[src/rtl/pll_lock_supervisor.sv]
// PLL reset/lock supervisor: pulses the PLL reset, qualifies lock, gates the system reset.
// Optional build macro PLL_SUP_GLITCH_FILTER_EN adds a lock-low persistence filter in RUN.
module pll_lock_supervisor #(
  parameter int unsigned RST_CYCLES    = 16,
  parameter int unsigned LOCK_TIMEOUT  = 25000,
  parameter int unsigned STABLE_CYCLES = 2500,
  parameter int unsigned MAX_RETRIES   = 3,
  parameter int unsigned GLITCH_CYCLES = 4,
  parameter int unsigned CNT_W         = 16
) (
  input  logic       clk25_i,
  input  logic       rstn_i,
  input  logic       locked_i,
  output logic       pll_rst_o,
  output logic       sys_rst_n_o,
  output logic       lock_lost_o,
  output logic       fault_o,
  output logic [3:0] retries_o,
  output logic [2:0] state_o
);

  typedef enum logic [2:0] {
    StPllRst   = 3'd0,
    StWaitLock = 3'd1,
    StStable   = 3'd2,
    StRun      = 3'd3,
    StFault    = 3'd4
  } state_e;

  localparam logic [CNT_W-1:0] RstLast     = CNT_W'(RST_CYCLES - 1);
  localparam logic [CNT_W-1:0] TimeoutLast = CNT_W'(LOCK_TIMEOUT - 1);
  localparam logic [CNT_W-1:0] StableLast  = CNT_W'(STABLE_CYCLES - 1);
  localparam logic [3:0]       MaxRetries  = 4'(MAX_RETRIES);
`ifdef PLL_SUP_GLITCH_FILTER_EN
  localparam logic [CNT_W-1:0] GlitchLast  = CNT_W'(GLITCH_CYCLES - 1);
`else
  logic unused_glitch_cycles;
  assign unused_glitch_cycles = ^GLITCH_CYCLES;
`endif

  state_e           state_q, state_d;
  logic [CNT_W-1:0] cnt_q, cnt_d;
  logic [3:0]       retries_q, retries_d, retries_inc;
  logic             lock_meta_q, lock_s_q;
  logic             pll_rst_q, sys_rst_n_q, lock_lost_q, fault_q;

  // locked_i is asynchronous to clk25_i
  always_ff @(posedge clk25_i or negedge rstn_i) begin
    if (!rstn_i) begin
      lock_meta_q <= 1'b0;
      lock_s_q    <= 1'b0;
    end else begin
      lock_meta_q <= locked_i;
      lock_s_q    <= lock_meta_q;
    end
  end

  assign retries_inc = (retries_q == 4'hF) ? 4'hF : retries_q + 4'd1;

  always_comb begin
    state_d   = state_q;
    cnt_d     = cnt_q;
    retries_d = retries_q;
    case (state_q)
      StPllRst: begin
        if (cnt_q == RstLast) state_d = StWaitLock;
        else                  cnt_d   = cnt_q + 1'b1;
      end
      StWaitLock: begin
        if (lock_s_q) begin
          state_d = StStable;
        end else if (cnt_q == TimeoutLast) begin
          retries_d = retries_inc;
          state_d   = (retries_inc == MaxRetries) ? StFault : StPllRst;
        end else begin
          cnt_d = cnt_q + 1'b1;
        end
      end
      StStable: begin
        if (!lock_s_q)               state_d = StWaitLock;
        else if (cnt_q == StableLast) state_d = StRun;
        else                          cnt_d   = cnt_q + 1'b1;
      end
      StRun: begin
`ifdef PLL_SUP_GLITCH_FILTER_EN
        // cnt_q tracks the current run of consecutive lock-low samples
        if (lock_s_q)                 cnt_d   = '0;
        else if (cnt_q == GlitchLast) state_d = StPllRst;
        else                          cnt_d   = cnt_q + 1'b1;
`else
        if (!lock_s_q) state_d = StPllRst;
`endif
      end
      StFault: begin
        state_d = StFault;
      end
      default: begin
        state_d = StPllRst;
      end
    endcase
    if (state_d != state_q) cnt_d = '0;
    if ((state_d == StRun) && (state_q != StRun)) retries_d = '0;
  end

  // Outputs are registered from the next state so they change on the transition edge
  always_ff @(posedge clk25_i or negedge rstn_i) begin
    if (!rstn_i) begin
      state_q     <= StPllRst;
      cnt_q       <= '0;
      retries_q   <= '0;
      pll_rst_q   <= 1'b1;
      sys_rst_n_q <= 1'b0;
      lock_lost_q <= 1'b0;
      fault_q     <= 1'b0;
    end else begin
      state_q     <= state_d;
      cnt_q       <= cnt_d;
      retries_q   <= retries_d;
      pll_rst_q   <= (state_d == StPllRst);
      sys_rst_n_q <= (state_d == StRun);
      lock_lost_q <= (state_q == StRun) && (state_d == StPllRst);
      fault_q     <= (state_d == StFault);
    end
  end

  assign pll_rst_o   = pll_rst_q;
  assign sys_rst_n_o = sys_rst_n_q;
  assign lock_lost_o = lock_lost_q;
  assign fault_o     = fault_q;
  assign retries_o   = retries_q;
  assign state_o     = state_q;

endmodule

[config.mk]
export PLATFORM = sky130hd
export DESIGN_NAME = pll_lock_supervisor
export DESIGN_NICKNAME = d
export VERILOG_FILES = /design/src/rtl/pll_lock_supervisor.sv
export SDC_FILE = /design/constraint.sdc
export NUM_CORES = 1
export LEC_CHECK = 0
export BUFFER_PORTS_ARGS = -buffer_cell sky130_fd_sc_hd__buf_2
export CAP_MARGIN = 20
export CORE_ASPECT_RATIO = 2
export CORE_MARGIN = 5
export CORE_UTILIZATION = 55
export DETAILED_ROUTE_END_ITERATION = 16
export GPL_ROUTABILITY_DRIVEN = 0
export MAX_ROUTING_LAYER = met4
export PLACE_DENSITY = 0.86
export RECOVER_POWER = 25
export SYNTH_ARGS = -nofsm -noshare
export SYNTH_HDL_FRONTEND = slang
export SYNTH_SLANG_ARGS = --single-unit
[constraint.sdc]
create_clock -name clk25_i -period 2.9 [get_ports clk25_i]
set_clock_uncertainty 0.1 [all_clocks]
set_input_delay 0 -clock clk25_i [delete_from_list [all_inputs] [get_ports clk25_i]]
set_output_delay 0 -clock clk25_i [all_outputs]
set_load 0.05 [all_outputs]
==> results of run 1 <==
[how the worst max path moves through the flow]
stage                               to        from  depth (start not counted)
after floorplan           retries_o[2]  state_o[1]                          7
after global placement       cnt_q[11]  state_o[2]                          6
after detailed placement      cnt_q[8]    cnt_q[5]                          6
after CTS                     cnt_q[8]    cnt_q[5]                          6
after global routing         cnt_q[11]  state_o[2]                          6
final                        cnt_q[11]    cnt_q[0]                          8
[power breakdown]
| part | leakage (uW) | internal (uW) | switching (uW) |
|---|---|---|---|
| clock network | 0.0000542 | 214 | 145 |
| registers | 0.000390 | 454 | 61.2 |
| logic | 0.000387 | 116 | 230 |
[through the flow]
step                 util  hold slack, ps  instance area, um^2
finish              0.638             249                 1790
global route        0.638             269                 1790
CTS                 0.639             195                 1790
detailed placement  0.595           -50.7                 1670
global placement    0.595           -59.0                 1670
floorplan               -            -396                 1610
[logic make-up after synthesis]
logic type               share of synthesized area
AO/OA/AOI/OAI                               0.0831
adder cells (fa/ha/maj)                     0.0155
AND/OR/NAND/NOR                              0.329
XOR/XNOR                                    0.0598
flip-flops                                   0.451
multiplexers                                0.0249
buffers and inverters                       0.0357
[sequential cells by signal, indices dropped and copies added (netlist names)]
signal	count
state_o	3
retries_o	4
lock_s_q	1
cnt_q	16
pll_rst_o	1
lock_lost_o	1
sys_rst_n_o	1
fault_o	1
lock_meta_q	1
[layout make-up]
class                   instances  area, um^2  share of cell area
clock buffers                   7        96.3              0.0538
clock inverters                 1        5.00             0.00280
flip-flops and latches         29         727               0.406
inverters                       2        7.51             0.00420
multi-input cells             132         826               0.462
well taps                      29        36.3              0.0203
repair buffers                 16        91.3              0.0510
[synth_stat cells, drive strengths merged, types with 3 or more instances]
library cell,number,area share
dfrtp,28,0.44
xnor2,8,0.044
xor2,3,0.016
and3,4,0.016
nand2,14,0.033
a21oi,5,0.016
or3,3,0.015
buf,6,0.026
nor4,4,0.019
o21ai,3,0.012
nand4,6,0.023
mux2i,4,0.025
or2,4,0.016
nand3,9,0.028
or4,8,0.040
nor2,29,0.068
nor3,4,0.012
[layer usage]
metal | vias to the layer above | GRT usage
li1 | 644 | -
met1 | 680 | 0.208
met2 | 70 | 0.355
met3 | 17 | 0.0561
met4 | 0 | 0.127
met5 | - | -
[critical path, delay by kind of cell (launching register included)]
| kind | cells | cell delay, ps |
|---|---|---|
| AO/OA/AOI/OAI | 2 | 460 |
| adder cells (fa/ha/maj) | 1 | 280 |
| buffers and inverters | 1 | 210 |
| flip-flops | 1 | 400 |
| AND/OR/NAND/NOR | 4 | 1100 |
==> results.sh, run 1 <==
export IMPL_outcome="complete, but fails checks"
export IMPL_violations="max-capacitance violations, max-slew violations"
export IMPL_ys_flop_type="dfrtp_1"
export IMPL_top_layer_used="met4"
export IMPL_htree_levels=2
export IMPL_period_needed_ps=2640
export IMPL_grt_pass1_vias=1456
export IMPL_grt_setup_unrepaired="no"
export IMPL_yosys_register_bits=29
export IMPL_cts_clk_slew_worst_paths_ps=60
export IMPL_drive_gt1_frac=0.166
export IMPL_drtIter0Drc=70
export IMPL_dpl_hpwl_mm=2.73
export IMPL_diodes=0
export IMPL_r2r_start="cnt_q[0]"
export IMPL_hold_viol_final=0
export IMPL_grt_usage=0.215
export IMPL_crit_chain="ha_1 -> nand4b_1 -> nor4_2 -> o22a_1 -> buf_4 -> nor4_1 -> or3b_2 -> a21oi_1"
export IMPL_port_buffers=13
export IMPL_hold_class="reg2reg"
export IMPL_dieArea_mm2=0.00418
export IMPL_cp_end_kind="flip-flop"
export IMPL_crit_arrival_ps=2730
export IMPL_met3_wirelength_um=233
export IMPL_crit_fanout=7
export IMPL_p_leak_uw=0.000831
export IMPL_clock_latency_ps=280
export IMPL_r2r_slack_ps=260
export IMPL_cpMaxStageDelayCell="or3b_2"
export IMPL_synthCells=171
export IMPL_slew_violations=30
export IMPL_worstSetupPathType="reg2reg"
export IMPL_cts_buffer_depth=2
export IMPL_async_flop_share=1.00
export IMPL_core_area_mm2=0.00280
export IMPL_clk_root_buffer_cell="clkbuf_8"
export IMPL_antenna_left=0
export IMPL_grt_overflow_total=0
export IMPL_holdBufCountCts=2
export IMPL_place_ws_ps=396
export IMPL_finalCritPeriodShare=0.911
export IMPL_powerDensity_mw_per_mm2=682
export IMPL_syn_avg_cell_area_um2=9.42
export IMPL_cts_setup_buffers=0
export IMPL_fill_cells=218
export IMPL_io_pin_count=14
export IMPL_syn_nets=176
export IMPL_synth_edf_count=0
export IMPL_finalWirelength_mm=3.76
export IMPL_hold_start="lock_meta_q"
export IMPL_tritoncts="built"
export IMPL_worst_slew_pin_slew_ps=1540
export IMPL_die_w_um=48.3
export IMPL_nets=191
export IMPL_wl_met1_mm=1.26
export IMPL_yosysSeqAreaShare=0.451
export IMPL_cts_resized=0
export IMPL_max_stage_delay_ps=490
export IMPL_vias_per_cell=6.53
export IMPL_via_count=1411
export IMPL_final_cell_mix="29 x nor2_1, 28 x dfrtp_1, 14 x nand2_1, 12 x buf_2, 9 x nand3_1"
export IMPL_max_cap_viol_count=1
export IMPL_drc=0
export IMPL_grt_max_degree=30
export IMPL_first_pass_iters=5
export IMPL_setup_violations=0
export IMPL_area_growth_pct=11.1
export IMPL_final_setup_tns_ps=0
export IMPL_syn_cell_area_mm2=0.00161
export IMPL_wl_met2_mm=2.09
export IMPL_clock_sinks=29
export IMPL_min_path_cells=0
export IMPL_rr_worst_depth=8
export IMPL_wl_per_cell_um=17.4
export IMPL_total_power_uw=1220
export IMPL_final_common_cell="nor2_1"
export IMPL_cp_start_kind="flip-flop"
export IMPL_numCtsBuffers=5
export IMPL_max_freq_mhz=379
export IMPL_worstPathRequired_ps=2990
export IMPL_dp_cells=206
export IMPL_r2r_end="cnt_q[11]"
export IMPL_fin_cells=216
export IMPL_grt_pass1_wl_mm=6.30
export IMPL_min_to="lock_s_q"
export IMPL_antenna_found_initial=0
export IMPL_ys_types=45
export IMPL_relSlewSlack=-0.0294
export IMPL_initial_core_util=0.574
export IMPL_ys_warn_count=0
export IMPL_die_height_um=86.5
export IMPL_ir_worst_vdd_uv=540
export IMPL_rows=27
export IMPL_setup_ws_ps=259
No activity file was read; power rests on OpenSTA's default activity.
==> inputs of run 2 (changes only) <==
- CORE_ASPECT_RATIO: 2 -> 0.6
==> results.sh, run 2 (same netlist as run 1, synthesis figures left out) <==
export IMPL_outcome="complete, no violations"
export IMPL_period_needed_ps=2550
export IMPL_netSwitchingPower_uw=439
export IMPL_htree_levels=2
export IMPL_hold_viol_final=0
export IMPL_antenna_found_initial=0
export IMPL_cts_clk_slew_worst_paths_ps=60
export IMPL_nets=191
export IMPL_grt_pass1_wl_mm=6.76
export IMPL_grt_max_degree=30
export IMPL_cp_start_kind="flip-flop"
export IMPL_top_register="cnt_q"
export IMPL_max_freq_mhz=392
export IMPL_dieArea_mm2=0.00415
export IMPL_numCtsBuffers=5
export IMPL_clock_sinks=29
export IMPL_pwr_share_clk=0.270
export IMPL_rows=15
export IMPL_internal_power_uw=736
export IMPL_finalWirelength_mm=3.59
export IMPL_initial_core_util=0.568
export IMPL_switching_share=0.374
export IMPL_wl_per_cell_um=15.7
export IMPL_fin_cells=229
export IMPL_ir_worst_vdd_uv=467
export IMPL_clock_latency_ps=280
export IMPL_grt_setup_unrepaired="no"
export IMPL_cpMaxStageDelayCell="or4_1"
export IMPL_relSlewSlack=0.0252
export IMPL_hold_start="lock_meta_q"
export IMPL_cts_setup_buffers=0
export IMPL_holdWs_ps=257
export IMPL_grt_pass1_vias=1357
export IMPL_worst_slew_pin_slew_ps=1460
export IMPL_dpl_hpwl_mm=2.65
export IMPL_clk_root_buffer_cell="clkbuf_8"
export IMPL_finalCritPeriodShare=0.880
export IMPL_grt_overflow_total=0
export IMPL_cts_resized=0
export IMPL_crit_arrival_ps=2620
export IMPL_drive_gt1_frac=0.160
export IMPL_dp_cells=219
export IMPL_antenna_left=0
export IMPL_setup_violations=0
export IMPL_crit_fanout=6
export IMPL_r2r_end="retries_o[2]"
export IMPL_vias_per_cell=5.87
export IMPL_powerDensity_mw_per_mm2=657
export IMPL_final_common_cell="nor2_1"
export IMPL_final_cell_mix="29 x nor2_1, 28 x dfrtp_1, 14 x nand2_1, 12 x buf_2, 9 x nand3_1"
export IMPL_min_to="lock_s_q"
export IMPL_hold_class="reg2reg"
export IMPL_drc=0
export IMPL_cp_end_kind="flip-flop"
export IMPL_largest_reg_flops=16
export IMPL_die_w_um=79.9
export IMPL_comb_power_share=0.292
export IMPL_io_pin_count=14
export IMPL_port_buffers=13
export IMPL_r2r_slack_ps=350
export IMPL_area_growth_pct=11.0
export IMPL_worstPathRequired_ps=2960
export IMPL_min_path_cells=0
export IMPL_tritoncts="built"
export IMPL_rr_worst_depth=7
export IMPL_worstSetupPathType="reg2reg"
export IMPL_max_cap_viol_count=0
export IMPL_drtIter0Drc=176
export IMPL_r2r_start="cnt_q[0]"
export IMPL_slew_violations=0
export IMPL_core_area_mm2=0.00283
export IMPL_final_setup_tns_ps=0
export IMPL_via_count=1344
export IMPL_die_height_um=51.9
export IMPL_diodes=0
export IMPL_grt_usage=0.221
export IMPL_max_stage_delay_ps=600
export IMPL_p_leak_uw=0.000822
export IMPL_cts_buffer_depth=2
export IMPL_crit_chain="ha_1 -> nor4b_1 -> nand4_1 -> or4_1 -> or4b_4 -> o21ai_2 -> nor2_1"
export IMPL_power_frac_seq=0.437
export IMPL_first_pass_iters=4
-- run 2: critical path: cells and delay by family (launching register included) --
kind,cells,cell delay (ps)
AOI/OAI and AO/OA,1,70
adders and majority gates,1,300
DFF,1,390
and+or+nand+nor,5,1580
-- run 2: repair_timing --
action,in CTS,in global routing
endpoints found under the hold margin,29,0
hold buffers,2,0
setup endpoints to repair,0,0
-- run 2: per-layer routing --
metal,vias up,part of all wire,GRT usage
met5,-,0,-
met4,0,0.010,0.0758
met3,4,0.070,0.0588
met2,50,0.44,0.312
met1,640,0.48,0.309
li1,650,-,-
-- run 2: stage by stage --
stage	cell area, um^2	power (uW)	setup WS [ps]	util
after floorplan	1610	780	322	-
after global placement	1690	836	451	0.595
after detailed placement	1690	857	378	0.595
after CTS	1790	1180	374	0.631
after global routing	1790	1250	156	0.630
final	1790	1170	348	0.630
-- run 2: power groups by stage --
| stage | logic [uW] | clock network [uW] | registers (uW) |
|---|---|---|---|
| after floorplan | 235 | 0 | 545 |
| after global placement | 324 | 0 | 512 |
| after detailed placement | 339 | 0 | 519 |
| after CTS | 345 | 322 | 511 |
| after global routing | 379 | 353 | 521 |
| final | 343 | 318 | 514 |
-- run 2: worst max-delay path by stage --
| stage | cells after the start | endpoint | startpoint | slack [ps] |
|---|---|---|---|---|
| after floorplan | 7 | retries_o[2] | state_o[1] | 320 |
| after global placement | 7 | retries_o[2] | cnt_q[0] | 450 |
| after detailed placement | 6 | cnt_q[8] | cnt_q[5] | 380 |
| after CTS | 7 | retries_o[2] | cnt_q[0] | 370 |
| after global routing | 7 | retries_o[2] | cnt_q[0] | 160 |
| final | 7 | retries_o[2] | cnt_q[0] | 350 |
-- run 2: final cells by class --
type,count,area [um^2]
flip-flops and latches,29,727
multi-input cells,132,826
clock buffers,6,72.6
repair buffers,16,91.3
fillers,243,1050
well taps,42,52.6
clock inverters,2,10.0
inverters,2,7.51
==> inputs of run 3 (changes only) <==
- clock period: 2.9 -> 2.4 ns (I/O delays scaled with it)
==> results.sh, run 3 (same netlist as run 1, synthesis figures left out) <==
export IMPL_outcome="complete, but fails checks"
export IMPL_violations="max-capacitance violations, max-slew violations"
export IMPL_dpl_hpwl_mm=3.00
export IMPL_final_setup_tns_ps=0
export IMPL_nets=203
export IMPL_cp_num_buf_inv=0
export IMPL_crit_start="state_o[2]"
export IMPL_initial_core_util=0.568
export IMPL_holdWs_ps=273
export IMPL_powerDensity_mw_per_mm2=818
export IMPL_post_dp_cell_area_mm2=0.00176
export IMPL_clk_root_buffer_cell="clkbuf_8"
export IMPL_io_pin_count=14
export IMPL_cts_clk_slew_worst_paths_ps=60
export IMPL_setup_violations=0
export IMPL_critical_path_top_delay_family="simple AND/OR/NAND/NOR gates"
export IMPL_crit_chain="or3_4 -> o22a_1 -> or4_4 -> or4_1 -> a21oi_1"
export IMPL_worstPathRequired_ps=2490
export IMPL_r2r_end="cnt_q[14]"
export IMPL_fin_cells=241
export IMPL_worst_slew_pin_slew_ps=1500
export IMPL_cp_start_kind="flip-flop"
export IMPL_finalWirelength_mm=4.17
export IMPL_grt_pass1_vias=1442
export IMPL_die_w_um=79.9
export IMPL_grt_met2_usage=0.341
export IMPL_cts_buffer_depth=2
export IMPL_min_path_cells=0
export IMPL_drc=0
export IMPL_top_register="cnt_q"
export IMPL_htree_levels=2
export IMPL_port_buffers=13
export IMPL_diodes=0
export IMPL_min_to="lock_s_q"
export IMPL_hold_class="reg2reg"
export IMPL_relSlewSlack=-0.00214
export IMPL_met3_usage=0.0934
export IMPL_clock_sinks=29
export IMPL_max_freq_mhz=432
export IMPL_clock_latency_ps=280
export IMPL_final_cell_mix="29 x nor2_1, 21 x dfrtp_1, 14 x nand2_1, 12 x buf_2, 11 x buf_4"
export IMPL_vias_per_cell=6.09
export IMPL_rows=15
export IMPL_finalCritPeriodShare=0.964
export IMPL_first_pass_iters=5
export IMPL_die_height_um=51.9
export IMPL_worstSetupPathType="reg2reg"
export IMPL_numCtsBuffers=5
export IMPL_grt_pass1_wl_mm=6.98
export IMPL_wl_per_cell_um=17.3
export IMPL_grt_max_degree=30
export IMPL_hold_start="lock_meta_q"
export IMPL_grt_use_met1=0.295
export IMPL_antenna_found_initial=0
export IMPL_final_common_cell="nor2_1"
export IMPL_grt_overflow_total=0
export IMPL_r2r_start="state_o[2]"
export IMPL_ir_worst_vdd_uv=518
export IMPL_dp_cells=227
export IMPL_drive_gt1_frac=0.286
export IMPL_p_leak_uw=0.000884
export IMPL_crit_fanout=9
export IMPL_grt_busiest_layer="met2"
export IMPL_tritoncts="built"
export IMPL_max_stage_delay_ps=460
export IMPL_hold_viol_final=0
export IMPL_cpMaxStageDelayCell="dfrtp_2"
export IMPL_largest_reg_flops=16
export IMPL_cp_end_kind="flip-flop"
export IMPL_total_power_uw=1600
export IMPL_period_needed_ps=2310
export IMPL_area_growth_pct=21.6
export IMPL_design_area_mm2=0.00196
export IMPL_via_count=1467
export IMPL_slew_violations=29
export IMPL_grt_usage=0.236
export IMPL_drtIter0Drc=143
export IMPL_rr_worst_depth=5
export IMPL_r2r_slack_ps=90
export IMPL_dieArea_mm2=0.00415
export IMPL_max_cap_viol_count=1
export IMPL_core_area_mm2=0.00283
export IMPL_antenna_left=0
export IMPL_crit_arrival_ps=2400
==> run 3: cell count changes in the layout (fill, tap and decap cells not counted), moves of 2 or more <==
cell,before,now
and3_1,4,2
buf_4,1,11
dfrtp_1,28,21
dfrtp_2,0,7
or4_1,7,5
or4_4,1,3
==> run 3: how the worst max path moves through the flow <==
stage | end | slack (ps) | cells past startpoint
final | cnt_q[14] | 90 | 5
after floorplan | retries_o[2] | 50 | 8
after detailed placement | cnt_q[11] | 2 | 7
after global routing | retries_o[1] | -20 | 6
after global placement | cnt_q[11] | 70 | 7
after CTS | retries_o[1] | 3 | 6
==> run 3: power breakdown <==
part | internal (uW) | leakage (uW) | switching [uW]
sequential | 553 | 0.000379 | 73.3
clock | 200 | 0.0000450 | 179
combinational | 263 | 0.000460 | 333
==> run 3: final cells by class <==
| cell class | instances | area [um^2] |
|---|---|---|
| Clock buffer | 6 | 72.6 |
| Sequential cell | 29 | 736 |
| Fill cell | 213 | 876 |
| Timing Repair Buffer | 28 | 198 |
| Multi-Input combinational cell | 132 | 882 |
| Clock inverter | 2 | 10.0 |
| Inverter | 2 | 7.51 |
| Tap cell | 42 | 52.6 |
==> run 3: routing by layer <==
metal	vias up	wire length, um
met5	-	0
li1	670	-
met4	0	100
met2	81	1840
met3	16	386
met1	700	1840
==> run 3: timing repair <==
| action | CTS | global route |
|---|---|---|
| hold buffers | 2 | 0 |
| hold endpoints to repair | 29 | 0 |
| gates resized for setup | 2 | 15 |
| setup buffers | 0 | 3 |
| pin swaps | 0 | 4 |
| setup endpoints to repair | 3 | 20 |
| gates cloned | 0 | 1 |
==> run 3: stage by stage <==
stage	util	worst slack, ps
finish	0.691	87.1
global route	0.691	-15.7
CTS	0.660	2.54
detailed placement	0.622	1.64
global placement	0.622	70.4
floorplan	-	50.3
